File: config.mk
export PLATFORM = sky130hd
export DESIGN_NAME = mc_control
export DESIGN_NICKNAME = d
export VERILOG_FILES = /design/src/rtl/mc_control.sv
export SDC_FILE = /design/constraint.sdc
export NUM_CORES = 1
export LEC_CHECK = 0
export ABC_AREA = 1
export BUFFER_PORTS_ARGS = -buffer_cell sky130_fd_sc_hd__buf_2
export CAP_MARGIN = 20
export CORE_MARGIN = 3
export CORE_UTILIZATION = 54
export CTS_CLUSTER_DIAMETER = 100
export DETAILED_ROUTE_END_ITERATION = 8
export GPL_TIMING_DRIVEN = 0
export PLACE_DENSITY = 0.81
export RECOVER_POWER = 50
export SYNTH_ARGS = -nofsm -noshare
export SYNTH_HDL_FRONTEND = slang
export SYNTH_SLANG_ARGS = --single-unit
File: constraint.sdc
create_clock -name clk -period 2.1 [get_ports clk]
set_clock_uncertainty 0.1 [all_clocks]
set_input_delay 0.315 -clock clk [delete_from_list [all_inputs] [get_ports clk]]
set_output_delay 0.315 -clock clk [all_outputs]
set_load 0.005 [all_outputs]
File: src/rtl/mc_control.sv
// Multi-cycle control FSM: sequences fetch, decode, execute, memory and writeback
// for a small MIPS-like subset, and counts retired instructions.
module mc_control #(
    parameter int ALU_OP_W = 4,
    parameter bit EN_NOR   = 1'b1,
    parameter int CNT_W    = 32
) (
    input  logic                clk,
    input  logic                rst_n,
    input  logic [5:0]          opcode,
    input  logic [5:0]          func,
    input  logic                alu_zero,
    input  logic                mem_ack,
    output logic                mem_req,
    output logic                mem_we,
    output logic                ir_we,
    output logic                pc_we,
    output logic [1:0]          pc_src,
    output logic                alu_src_b,
    output logic                reg_dst,
    output logic                mem_to_reg,
    output logic [ALU_OP_W-1:0] alu_op,
    output logic                reg_we,
    output logic                illegal,
    output logic [2:0]          state,
    output logic [CNT_W-1:0]    retired
);

    localparam logic [5:0] INST_FUNC = 6'h00;
    localparam logic [5:0] INST_J    = 6'h02;
    localparam logic [5:0] INST_BEQ  = 6'h04;
    localparam logic [5:0] INST_ORI  = 6'h0D;
    localparam logic [5:0] INST_LUI  = 6'h0F;
    localparam logic [5:0] INST_LW   = 6'h23;
    localparam logic [5:0] INST_NOR  = 6'h27;
    localparam logic [5:0] INST_SW   = 6'h2B;
    localparam logic [5:0] FUNC_ADD  = 6'h20;

    localparam logic [2:0] ALU_NULL = 3'd0;
    localparam logic [2:0] ALU_ADD  = 3'd1;
    localparam logic [2:0] ALU_SUB  = 3'd2;
    localparam logic [2:0] ALU_OR   = 3'd3;
    localparam logic [2:0] ALU_NOR  = 3'd4;
    localparam logic [2:0] ALU_LUI  = 3'd5;

    typedef enum logic [2:0] {
        S_FETCH  = 3'd0,
        S_DECODE = 3'd1,
        S_EXEC   = 3'd2,
        S_MEM    = 3'd3,
        S_WB     = 3'd4,
        S_TRAP   = 3'd7
    } state_e;

    typedef enum logic [2:0] {
        K_ADD, K_NOR, K_LUI, K_ORI, K_LW, K_SW, K_BEQ, K_J
    } kind_e;

    state_e           state_q, state_d;
    kind_e            kind_q, kind_d;
    logic [CNT_W-1:0] retired_q, retired_d;
    logic             illegal_q, illegal_d;

    kind_e            dec_kind;
    logic             dec_legal;

    logic             mem_req_c, mem_we_c, ir_we_c, pc_we_c, reg_we_c;
    logic             alu_src_b_c, reg_dst_c, mem_to_reg_c;
    logic [1:0]       pc_src_c;
    logic [2:0]       alu_code;

    always_comb begin
        dec_kind  = K_ADD;
        dec_legal = 1'b1;
        case (opcode)
            INST_FUNC: begin
                dec_kind  = K_ADD;
                dec_legal = (func == FUNC_ADD);
            end
            INST_LUI: dec_kind = K_LUI;
            INST_ORI: dec_kind = K_ORI;
            INST_LW:  dec_kind = K_LW;
            INST_SW:  dec_kind = K_SW;
            INST_BEQ: dec_kind = K_BEQ;
            INST_J:   dec_kind = K_J;
            INST_NOR: begin
                dec_kind  = K_NOR;
                dec_legal = EN_NOR;
            end
            default:  dec_legal = 1'b0;
        endcase
    end

    always_comb begin
        state_d      = state_q;
        kind_d       = kind_q;
        retired_d    = retired_q;
        illegal_d    = illegal_q;
        mem_req_c    = 1'b0;
        mem_we_c     = 1'b0;
        ir_we_c      = 1'b0;
        pc_we_c      = 1'b0;
        pc_src_c     = 2'd0;
        alu_src_b_c  = 1'b0;
        reg_dst_c    = 1'b0;
        mem_to_reg_c = 1'b0;
        reg_we_c     = 1'b0;
        alu_code     = ALU_NULL;

        case (state_q)
            S_FETCH: begin
                mem_req_c = 1'b1;
                if (mem_ack) begin
                    ir_we_c = 1'b1;
                    pc_we_c = 1'b1;
                    state_d = S_DECODE;
                end
            end
            // The instruction kind is captured here so later opcode/func changes are ignored.
            S_DECODE: begin
                if (dec_legal) begin
                    kind_d  = dec_kind;
                    state_d = S_EXEC;
                end else begin
                    illegal_d = 1'b1;
                    state_d   = S_TRAP;
                end
            end
            S_EXEC: begin
                case (kind_q)
                    K_ADD: begin alu_code = ALU_ADD; state_d = S_WB; end
                    K_NOR: begin alu_code = ALU_NOR; state_d = S_WB; end
                    K_LUI: begin alu_code = ALU_LUI; alu_src_b_c = 1'b1; state_d = S_WB; end
                    K_ORI: begin alu_code = ALU_OR;  alu_src_b_c = 1'b1; state_d = S_WB; end
                    K_LW, K_SW: begin
                        alu_code    = ALU_ADD;
                        alu_src_b_c = 1'b1;
                        state_d     = S_MEM;
                    end
                    K_BEQ: begin
                        alu_code = ALU_SUB;
                        if (alu_zero) begin
                            pc_we_c  = 1'b1;
                            pc_src_c = 2'd1;
                        end
                        retired_d = retired_q + CNT_W'(1);
                        state_d   = S_FETCH;
                    end
                    default: begin
                        pc_we_c   = 1'b1;
                        pc_src_c  = 2'd2;
                        retired_d = retired_q + CNT_W'(1);
                        state_d   = S_FETCH;
                    end
                endcase
            end
            S_MEM: begin
                mem_req_c = 1'b1;
                mem_we_c  = (kind_q == K_SW);
                if (mem_ack) begin
                    if (kind_q == K_SW) begin
                        retired_d = retired_q + CNT_W'(1);
                        state_d   = S_FETCH;
                    end else begin
                        state_d = S_WB;
                    end
                end
            end
            S_WB: begin
                reg_we_c     = 1'b1;
                reg_dst_c    = (kind_q == K_ADD) || (kind_q == K_NOR);
                mem_to_reg_c = (kind_q == K_LW);
                retired_d    = retired_q + CNT_W'(1);
                state_d      = S_FETCH;
            end
            S_TRAP: illegal_d = 1'b1;
            default: begin
                illegal_d = 1'b1;
                state_d   = S_TRAP;
            end
        endcase
    end

    always_ff @(posedge clk or negedge rst_n) begin
        if (!rst_n) begin
            state_q   <= S_FETCH;
            kind_q    <= K_ADD;
            retired_q <= '0;
            illegal_q <= 1'b0;
        end else begin
            state_q   <= state_d;
            kind_q    <= kind_d;
            retired_q <= retired_d;
            illegal_q <= illegal_d;
        end
    end

    // Strobes are gated by rst_n so they drop the instant reset asserts, even though
    // the reset state (FETCH) would otherwise request memory.
    assign mem_req    = mem_req_c    & rst_n;
    assign mem_we     = mem_we_c     & rst_n;
    assign ir_we      = ir_we_c      & rst_n;
    assign pc_we      = pc_we_c      & rst_n;
    assign reg_we     = reg_we_c     & rst_n;
    assign alu_src_b  = alu_src_b_c  & rst_n;
    assign reg_dst    = reg_dst_c    & rst_n;
    assign mem_to_reg = mem_to_reg_c & rst_n;
    assign pc_src     = rst_n ? pc_src_c : 2'd0;
    assign alu_op     = rst_n ? ALU_OP_W'(alu_code) : '0;
    assign illegal    = illegal_q;
    assign state      = state_q;
    assign retired    = retired_q;

endmodule

==> results of run 1 <==
==> per-stage QoR <==
step                hold slack (ns)  std cells  setup TNS, ns  worst slack (ns)
floorplan                   -0.0806        430              0             0.431
global placement              0.355        561         -0.472            -0.140
CTS                           0.258        569              0            0.0677
global route                  0.282        569              0            0.0236
detailed placement            0.361        561         -0.736            -0.194
finish                        0.266        569              0             0.147
==> state kept, by name, indices dropped and copies added (netlist names) <==
register and cells:
illegal 1, kind_q 3, retired 32, state 3
==> critical path, cell delays in order <==
cell           delay [ns]
dlygate4sd3_1        0.54
buf_4                0.17
inv_1                0.16
nor2_1               0.09
and3_1               0.15
buf_2                0.12
==> metal layers <==
| layer | up-vias | part of all wire, % | global-route usage, % |
|---|---|---|---|
| li1 | 1479 | - | - |
| met1 | 1300 | 47 | 33.2 |
| met2 | 106 | 44 | 38.7 |
| met3 | 10 | 7.5 | 3.10 |
| met4 | 0 | 1.4 | 6.12 |
| met5 | - | 0 | 0 |
==> cells by family (layout without fill, tap and decap cells) <==
group / count (synthesis) / count (layout) / synth area share (%)
xor gates and xnor gates: 18 / 18 / 5.86
AOI/OAI and AO/OA: 23 / 23 / 4.75
adders and majority gates: 1 / 1 / 0.444
other: 1 / 1 / 0.133
buffers and inverters: 44 / 116 / 7.82
DFF: 39 / 39 / 34.7
and+or+nand+nor: 304 / 304 / 46.3
==> worst min-delay path by stage <==
| stage | start | slack, ns | end |
|---|---|---|---|
| 5_1_grt | mem_ack | 0.28 | state[0]$_DFFE_PN0P_ |
| 4_1_cts | mem_ack | 0.26 | state[0]$_DFFE_PN0P_ |
| 6_report | mem_ack | 0.27 | state[0]$_DFFE_PN0P_ |
| 3_3_place_gp | illegal$_DFFE_PN0P_ | 0.35 | illegal$_DFFE_PN0P_ |
| 2_1_floorplan | rst_n | -0.08 | illegal$_DFFE_PN0P_ |
| 3_5_place_dp | illegal$_DFFE_PN0P_ | 0.36 | illegal$_DFFE_PN0P_ |
==> repair_timing <==
item | CTS | global route
hold buffers | 2 | 0
endpoints found under the setup margin | 7 | 1
endpoints found under the hold margin | 39 | 0
gates resized for setup | 1 | 1
==> cells in the mapped netlist, types with 4 or more instances <==
master,count,area (um2)
nor2_2,14,87.6
nor2_1,70,263
a21oi_1,7,35.0
nand3b_1,11,82.6
inv_1,32,120
xor2_1,12,105
xnor2_1,5,43.8
o21ai_0,6,30.0
nand3_1,12,60.1
nor3_1,4,20.0
dfrtp_1,39,976
nand2_2,4,25.0
nand2_1,177,664
==> power groups by stage <==
stage / sequential (mW) / clock (mW) / combinational [mW]
after global routing: 0.750 / 0.504 / 0.0670
final: 0.751 / 0.456 / 0.0583
after global placement: 0.765 / 0 / 0.0538
after CTS: 0.751 / 0.473 / 0.0628
after detailed placement: 0.765 / 0 / 0.0552
after floorplan: 0.765 / 0 / 0.0190
==> area by class of cell <==
class | instances | area share [%]
Buffer | 9 | 2.69
Inverter | 35 | 3.97
Sequential cell | 39 | 29.5
Tap cell | 67 | 2.53
Clock buffer | 6 | 2.19
Timing Repair Buffer | 66 | 10.0
Multi-Input combinational cell | 347 | 49.1
==> flow_summary.toml, run 1 <==
[run_status]
status = "completed"

[layout]
diodes = 0
multi_input_area_um2 = 1620
final_cell_area_um2 = 3310
final_common_cell = "nand2_1"
fin_util_pct = 67.8
area_delta_synth_final_pct = 17.4
fin_nets = 520
final_cell_mix = "nand2_1, nor2_1, buf_2"
fillCellCount = 451
layout-drive-gt1-share_pct = 20.1
regArea_um2 = 976

[route]
drtIter0Drc = 232
vias_per_cell = 5.09
wl_um = 6970
drcViolationCount = 0
first_pass_iters = 5
drt-wirelength-per-cell_um = 12.3
ant_nets = 0
vias = 2895

[synth]
synth_edf_count = 0
ys_ff_latch = 39
syn_area_um2 = 2820
ys_warn_count = 0
yosysUniqueCellTypes = 35
synth_seq_area_share_pct = 34.7
syn_area_per_cell_um2 = 6.55
synth_cells = 430
synth_nets = 447
async_flop_share_pct = 100
synth_ff_type = "dfrtp_1"

[clock_tree]
clk_latency_ns = 0.28
h-tree-depth = 2
cts_sinks = 39
cts-root-buf = "clkbuf_8"
numCtsBuffers = 5
tritoncts = "done"
cts_setup_buffers = 0
cts.clk_slew.worst_paths_ns = 0.06
clock_path_buffers = 2

[timing]
slew_headroom_pct = 34.2
setup_viol = 0
final.period_utilization_pct = 93.0
post-route-min-period_ns = 1.95
slew_viol_final = 0
hold_viol = 0
worst_pin_slew_ns = 0.986
max_freq_ghz = 0.512
rsz0062_at_grt = "false"

[floorplan]
die_h_um = 78.2
io_pins = 66
row_count = 25
die-area_um2 = 6120
start_util_pct = 57.7
die_w_um = 78.2
fp.coreArea_um2 = 4880

[power]
power_mw = 1.27
pwr-share-clk_pct = 36.1
p_int_mw = 0.992
swShare_pct = 21.6
leakagePower_nw = 1.70
pwr-share-seq_pct = 59.3
powerDensity_nw_per_um2 = 383
p_sw_mw = 0.273
max-vdd-ir-drop_mv = 0.185
p_comb_share_pct = 4.6

[critical_path]
r2r_end = "retired[28]$_DFFE_PN0P_"
end_kind = "primary output"
worstPathMaxFanout = 7
crit_path_end = "mem_to_reg"
r2r_slack_ns = 0.16
reg2reg_depth = 9
r2r_start = "retired[0]$_DFFE_PN0P_"
crit_required_ns = 1.68
cp-startpoint = "rst_n"
crit_arrival_ns = 1.54
startpoint_type = "primary input"
crit_type = "in -> out"

[placed_design]
placed_area_um2 = 3220
dp_hpwl_um = 5410
gp_congestion = 0.909
io_buffers = 64

[global_route]
grt_antenna_before_repair = 0
grt_overflow = 0
grt_max_degree = 40
grtUsageTotal_pct = 23.7
grt_pass1_vias = 2532
grt_pass1_wl_um = 11600

[flow_run]
maxCapViolCount = 0

[worst_hold_path]
holdCritPathClass = "in -> reg"
whs_path_depth = 4
(Power assumes the default switching activity.)
==> run 2: changes to the inputs <==
Settings changed: CORE_UTILIZATION 54 to 49, PLACE_DENSITY 0.81 to 0.78.
Clock period 2.1 ns to 1.7 ns, I/O delays scaled along.
==> run 2 against run 1 <==
The flow now finishes with violations (negative hold slack, negative setup slack). Flip-flop and latch count stayed put. Worst hold slack worse by 0.49 ns. Clock power rose by 79%. Largest cell class unchanged.
==> flow_summary.toml, run 2 (same netlist as run 1, synthesis figures left out) <==
[run_status]
violations = "negative hold slack, negative setup slack"
status = "finished with violations"

[layout]
fillCellCount = 451
fin_nets = 538
final_common_cell = "nand2_1"
layout.cells.non_filler = 592
diodes = 0
largest_reg_flops = 32
final_cell_mix = "nand2_1, buf_2, nor2_1"
fin_util_pct = 69.0
layout-drive-gt1-share_pct = 31.0
area_delta_synth_final_pct = 30.7

[floorplan]
die-area_um2 = 6690
fp.coreArea_um2 = 5340
start_util_pct = 52.8
die_h_um = 81.8
row_count = 26
io_pins = 66
die_w_um = 81.8

[route]
drt-wirelength-per-cell_um = 13.1
vias = 3077
vias_per_cell = 5.20
drtIter0Drc = 283
first_pass_iters = 5
drcViolationCount = 0
wl_um = 7780
ant_nets = 0

[critical_path]
worstPathMaxFanout = 4
crit_type = "reg -> out"
cp_slowest_cell = "dfrtp_2"
crit_required_ns = 1.34
r2r_slack_ns = -0.05
slowest_delay_ns = 0.46
startpoint_type = "register"
cp_num_buf_inv = 3
reg2reg_depth = 10
end_kind = "primary output"
r2r_start = "kind_q[2]$_DFFE_PN0P_"
critical_path_depth = 6
cp-startpoint = "state[0]$_DFFE_PN0P_"
crit_chain = "nor2_4 > inv_2 > nor2_2 > inv_1 > a21oi_1 > buf_2"
crit_arrival_ns = 1.55
path_delay_family = "flip-flops"

[placed_design]
dp_hpwl_um = 5520
dp_slack_ns = -0.466
dp_cells = 564
gp_congestion = 0.899
io_buffers = 64

[timing]
rsz0062_at_grt = "true"
post-route-min-period_ns = 1.91
final.period_utilization_pct = 112
whs_ns = -0.224
fin_ws_ns = -0.208
hold_viol = 39
slew_viol_final = 0
setup_viol = 24
max_freq_ghz = 0.524

[global_route]
grt_pass1_wl_um = 12500
grt_pass1_vias = 2812
grt_overflow = 0
grt_antenna_before_repair = 0
grtUsageTotal_pct = 23.9
grt_max_degree = 45

[flow_run]
maxCapViolCount = 0

[power]
leakagePower_nw = 1.82
max-vdd-ir-drop_mv = 0.378
power_mw = 1.82
powerDensity_nw_per_um2 = 493

[worst_hold_path]
holdCritPathClass = "in -> async"

[clock_tree]
cts_sinks = 39
cts.clk_slew.worst_paths_ns = 0.08
cts-root-buf = "clkbuf_8"
numCtsBuffers = 5
clock_path_buffers = 2
h-tree-depth = 2
clk_latency_ns = 0.30
tritoncts = "done"
==> run 2: what timing repair did <==
item                                    CTS  global route
resized for setup                        28            28
endpoints found under the setup margin   19            43
setup buffers                            13             8
hold endpoints to repair                 39            39
pin swaps                                 3             8
==> run 2: report_power, final <==
part,internal (mW),leakage (nW),switching (mW)
Sequential,0.927,0.503,0
Combinational,0.0240,1.26,0.0478
Clock,0.475,0.0612,0.341
Total,1.43,1.82,0.389
==> run 2: worst paths after layout <==
kind | end
worst min register to register | illegal$_DFFE_PN0P_
worst max register to register | retired[14]$_DFFE_PN0P_
worst min-delay path | retired[4]$_DFFE_PN0P_
worst max-delay path | pc_we
min in group clk | state[0]$_DFFE_PN0P_
max in group asynchronous | kind_q[1]$_DFFE_PN0P_
==> run 2: metal layers <==
layer	track usage (%)	vias to the layer above	wire, um
met5	0	-	0
met2	37.5	132	3540
met1	32.6	1410	3510
met4	10.3	0	214
li1	-	1511	-
met3	3.84	24	512
==> run 2: stage by stage <==
stage | area, um2 | TNS [ns]
6_report | 3680 | -0.818
5_1_grt | 3680 | -3.90
4_1_cts | 3530 | -0.453
3_5_place_dp | 3220 | -4.19
3_3_place_gp | 3220 | -3.64
2_1_floorplan | 2820 | 0
==> run 2: cell type report <==
class                           instances  area (um2)  area share [%]
Buffer                                  9         101            2.75
Tap cell                               70        87.6            2.38
Clock buffer                            6        82.6            2.24
Clock inverter                          2        35.0           0.952
Sequential cell                        39         987            26.8
Timing Repair Buffer                   84         483            13.1
Multi-Input combinational cell        347        1770            48.1
Inverter                               35         134            3.64
==> run 3: changes to the inputs <==
Settings changed: BUFFER_PORTS_ARGS -buffer_cell sky130_fd_sc_hd__buf_2 to -buffer_cell sky130_fd_sc_hd__buf_4.
==> run 3 against run 2 <==
The run ends with negative setup slack left. Worst hold slack improved by 0.41 ns. Register-to-register slack got worse by 0.10 ns. Clock-buffer cell count fell by 1. First-iteration DRC count rose by 20%. Sequential share of layout area fell by 2.9 points. Clock power fell by 21%. Critical path depth rose by 2. Sequential power barely moved. Critical path type unchanged. Critical endpoint unchanged. Largest power group unchanged.
==> flow_summary.toml, run 3 (same netlist as run 1, synthesis figures left out) <==
[run_status]
status = "finished with violations"
violations = "negative setup slack"

[timing]
worst_pin_slew_ns = 0.984
slew_viol_final = 0
slew_headroom_pct = 34.4
post-route-min-period_ns = 1.94
fin_tns_setup_ns = -3.38
hold_viol = 0
max_freq_ghz = 0.515
final.period_utilization_pct = 114
rsz0062_at_grt = "true"
setup_viol = 43
fin_ws_ns = -0.243

[route]
first_pass_iters = 6
vias_per_cell = 5.58
drcViolationCount = 0
vias = 3365
drt-wirelength-per-cell_um = 16.1
wl_um = 9720
drtIter0Drc = 339
ant_nets = 0

[layout]
layout-drive-gt1-share_pct = 34.5
area_delta_synth_final_pct = 46.1
largest_reg_flops = 32
diodes = 0
layout.cells.non_filler = 603
final_cell_mix = "nand2_1, buf_4, nor2_1"
final_common_cell = "nand2_1"
fin_nets = 549

[floorplan]
die_w_um = 81.8
io_pins = 66
die_h_um = 81.8
start_util_pct = 52.8
row_count = 26
die-area_um2 = 6690
fp.coreArea_um2 = 5340

[global_route]
grt_pass1_vias = 2925
grt_antenna_before_repair = 0
grt_pass1_wl_um = 13900
grt_max_degree = 40
grt_overflow = 0
grtUsageTotal_pct = 27.1

[clock_tree]
cts.clk_slew.worst_paths_ns = 0.08
h-tree-depth = 2
clock_path_buffers = 2
cts_sinks = 39
cts-root-buf = "clkbuf_8"
tritoncts = "done"
numCtsBuffers = 5
clk_latency_ns = 0.30

[power]
leakagePower_nw = 1.95
max-vdd-ir-drop_mv = 0.393
powerDensity_nw_per_um2 = 402

[placed_design]
dp_cells = 564
gp_congestion = 0.894
io_buffers = 64
dp_hpwl_um = 5790

[critical_path]
end_kind = "primary output"
crit_arrival_ns = 1.59
crit_type = "reg -> out"
worstPathMaxFanout = 9
crit_required_ns = 1.34
startpoint_type = "register"

[flow_run]
maxCapViolCount = 0

[worst_hold_path]
holdCritPathClass = "in -> reg"
[run 3: cell count changes in the layout (fill, tap and decap cells not counted), moves of 3 or more]
| cell | previous run | this run |
|---|---|---|
| buf_2 | 63 | 0 |
| nor2_4 | 8 | 15 |
| buf_4 | 20 | 80 |
| buf_6 | 4 | 14 |
| nand2_1 | 171 | 168 |
| nor2_2 | 15 | 11 |
| nor2_1 | 61 | 58 |
| nand2_4 | 2 | 6 |
| inv_1 | 30 | 27 |
[run 3: layout make-up]
class / count / area, um2
Buffer: 9 / 119
Clock buffer: 5 / 68.8
Clock inverter: 3 / 20.0
Fill cell: 390 / 1220
Inverter: 35 / 136
Multi-Input combinational cell: 347 / 1890
Sequential cell: 39 / 986
Tap cell: 70 / 87.6
Timing Repair Buffer: 95 / 805
[run 3: final timing paths]
kind / from / to / slack, ns / depth (start not counted)
worst max-delay path: kind_q[2]$_DFFE_PN0P_ / pc_we / -0.24 / 8
worst min-delay path: mem_ack / state[0]$_DFFE_PN0P_ / 0.19 / 4
worst max register to register: state[1]$_DFFE_PN0P_ / retired[14]$_DFFE_PN0P_ / -0.15 / 11
worst min register to register: illegal$_DFFE_PN0P_ / illegal$_DFFE_PN0P_ / 0.39 / 1
max in group asynchronous: rst_n / kind_q[0]$_DFFE_PN0P_ / 0.10 / 3
min in group asynchronous: rst_n / state[0]$_DFFE_PN0P_ / 0.73 / 3
[run 3: what timing repair did]
| item | 4_1_cts | 5_1_grt |
|---|---|---|
| hold endpoints to repair | 39 | 0 |
| endpoints found under the setup margin | 17 | 50 |
| gates cloned | 2 | 1 |
| resized for setup | 42 | 55 |
| buffers inserted | 18 | 9 |
| pin swaps | 6 | 12 |
| hold buffers | 2 | 0 |
[run 3: report_power, final]
group	switching (mW)	internal, mW	total [mW]
registers	0	0.927	0.927
logic	0.0521	0.0341	0.0863
clock network	0.357	0.286	0.642
total	0.409	1.25	1.66
[run 3: metrics by stage]
stage          utilization (%)  cell area [um2]  hold WS (ns)  power [mW]  setup WS [ns]
5_1_grt                   77.1             4110         0.220        1.72         -0.310
4_1_cts                   72.0             3840         0.151        1.67         -0.119
2_1_floorplan                -             2820        -0.141       0.969         0.0307
6_report                  77.1             4110         0.190        1.66         -0.243
3_3_place_gp              63.4             3380         0.175        1.02         -0.273
3_5_place_dp              63.4             3380         0.179        1.02         -0.256
[run 3: worst max-delay path: stages (launching register included)]
cell     delay [ns]
dfrtp_1        0.35
buf_6          0.16
nand2_2        0.07
inv_2          0.08
nand2_1        0.10
nand2_1        0.09
nand2_1        0.10
a21oi_2        0.21
buf_4          0.14
[run 3: per-layer routing]
layer / up-vias / GRT usage, % / part of all wire, %
met5: - / 0 / 0
met4: 0 / 10.5 / 6.1
met3: 70 / 3.29 / 9.2
met2: 216 / 45.7 / 47
met1: 1537 / 35.4 / 38
li1: 1542 / - / -
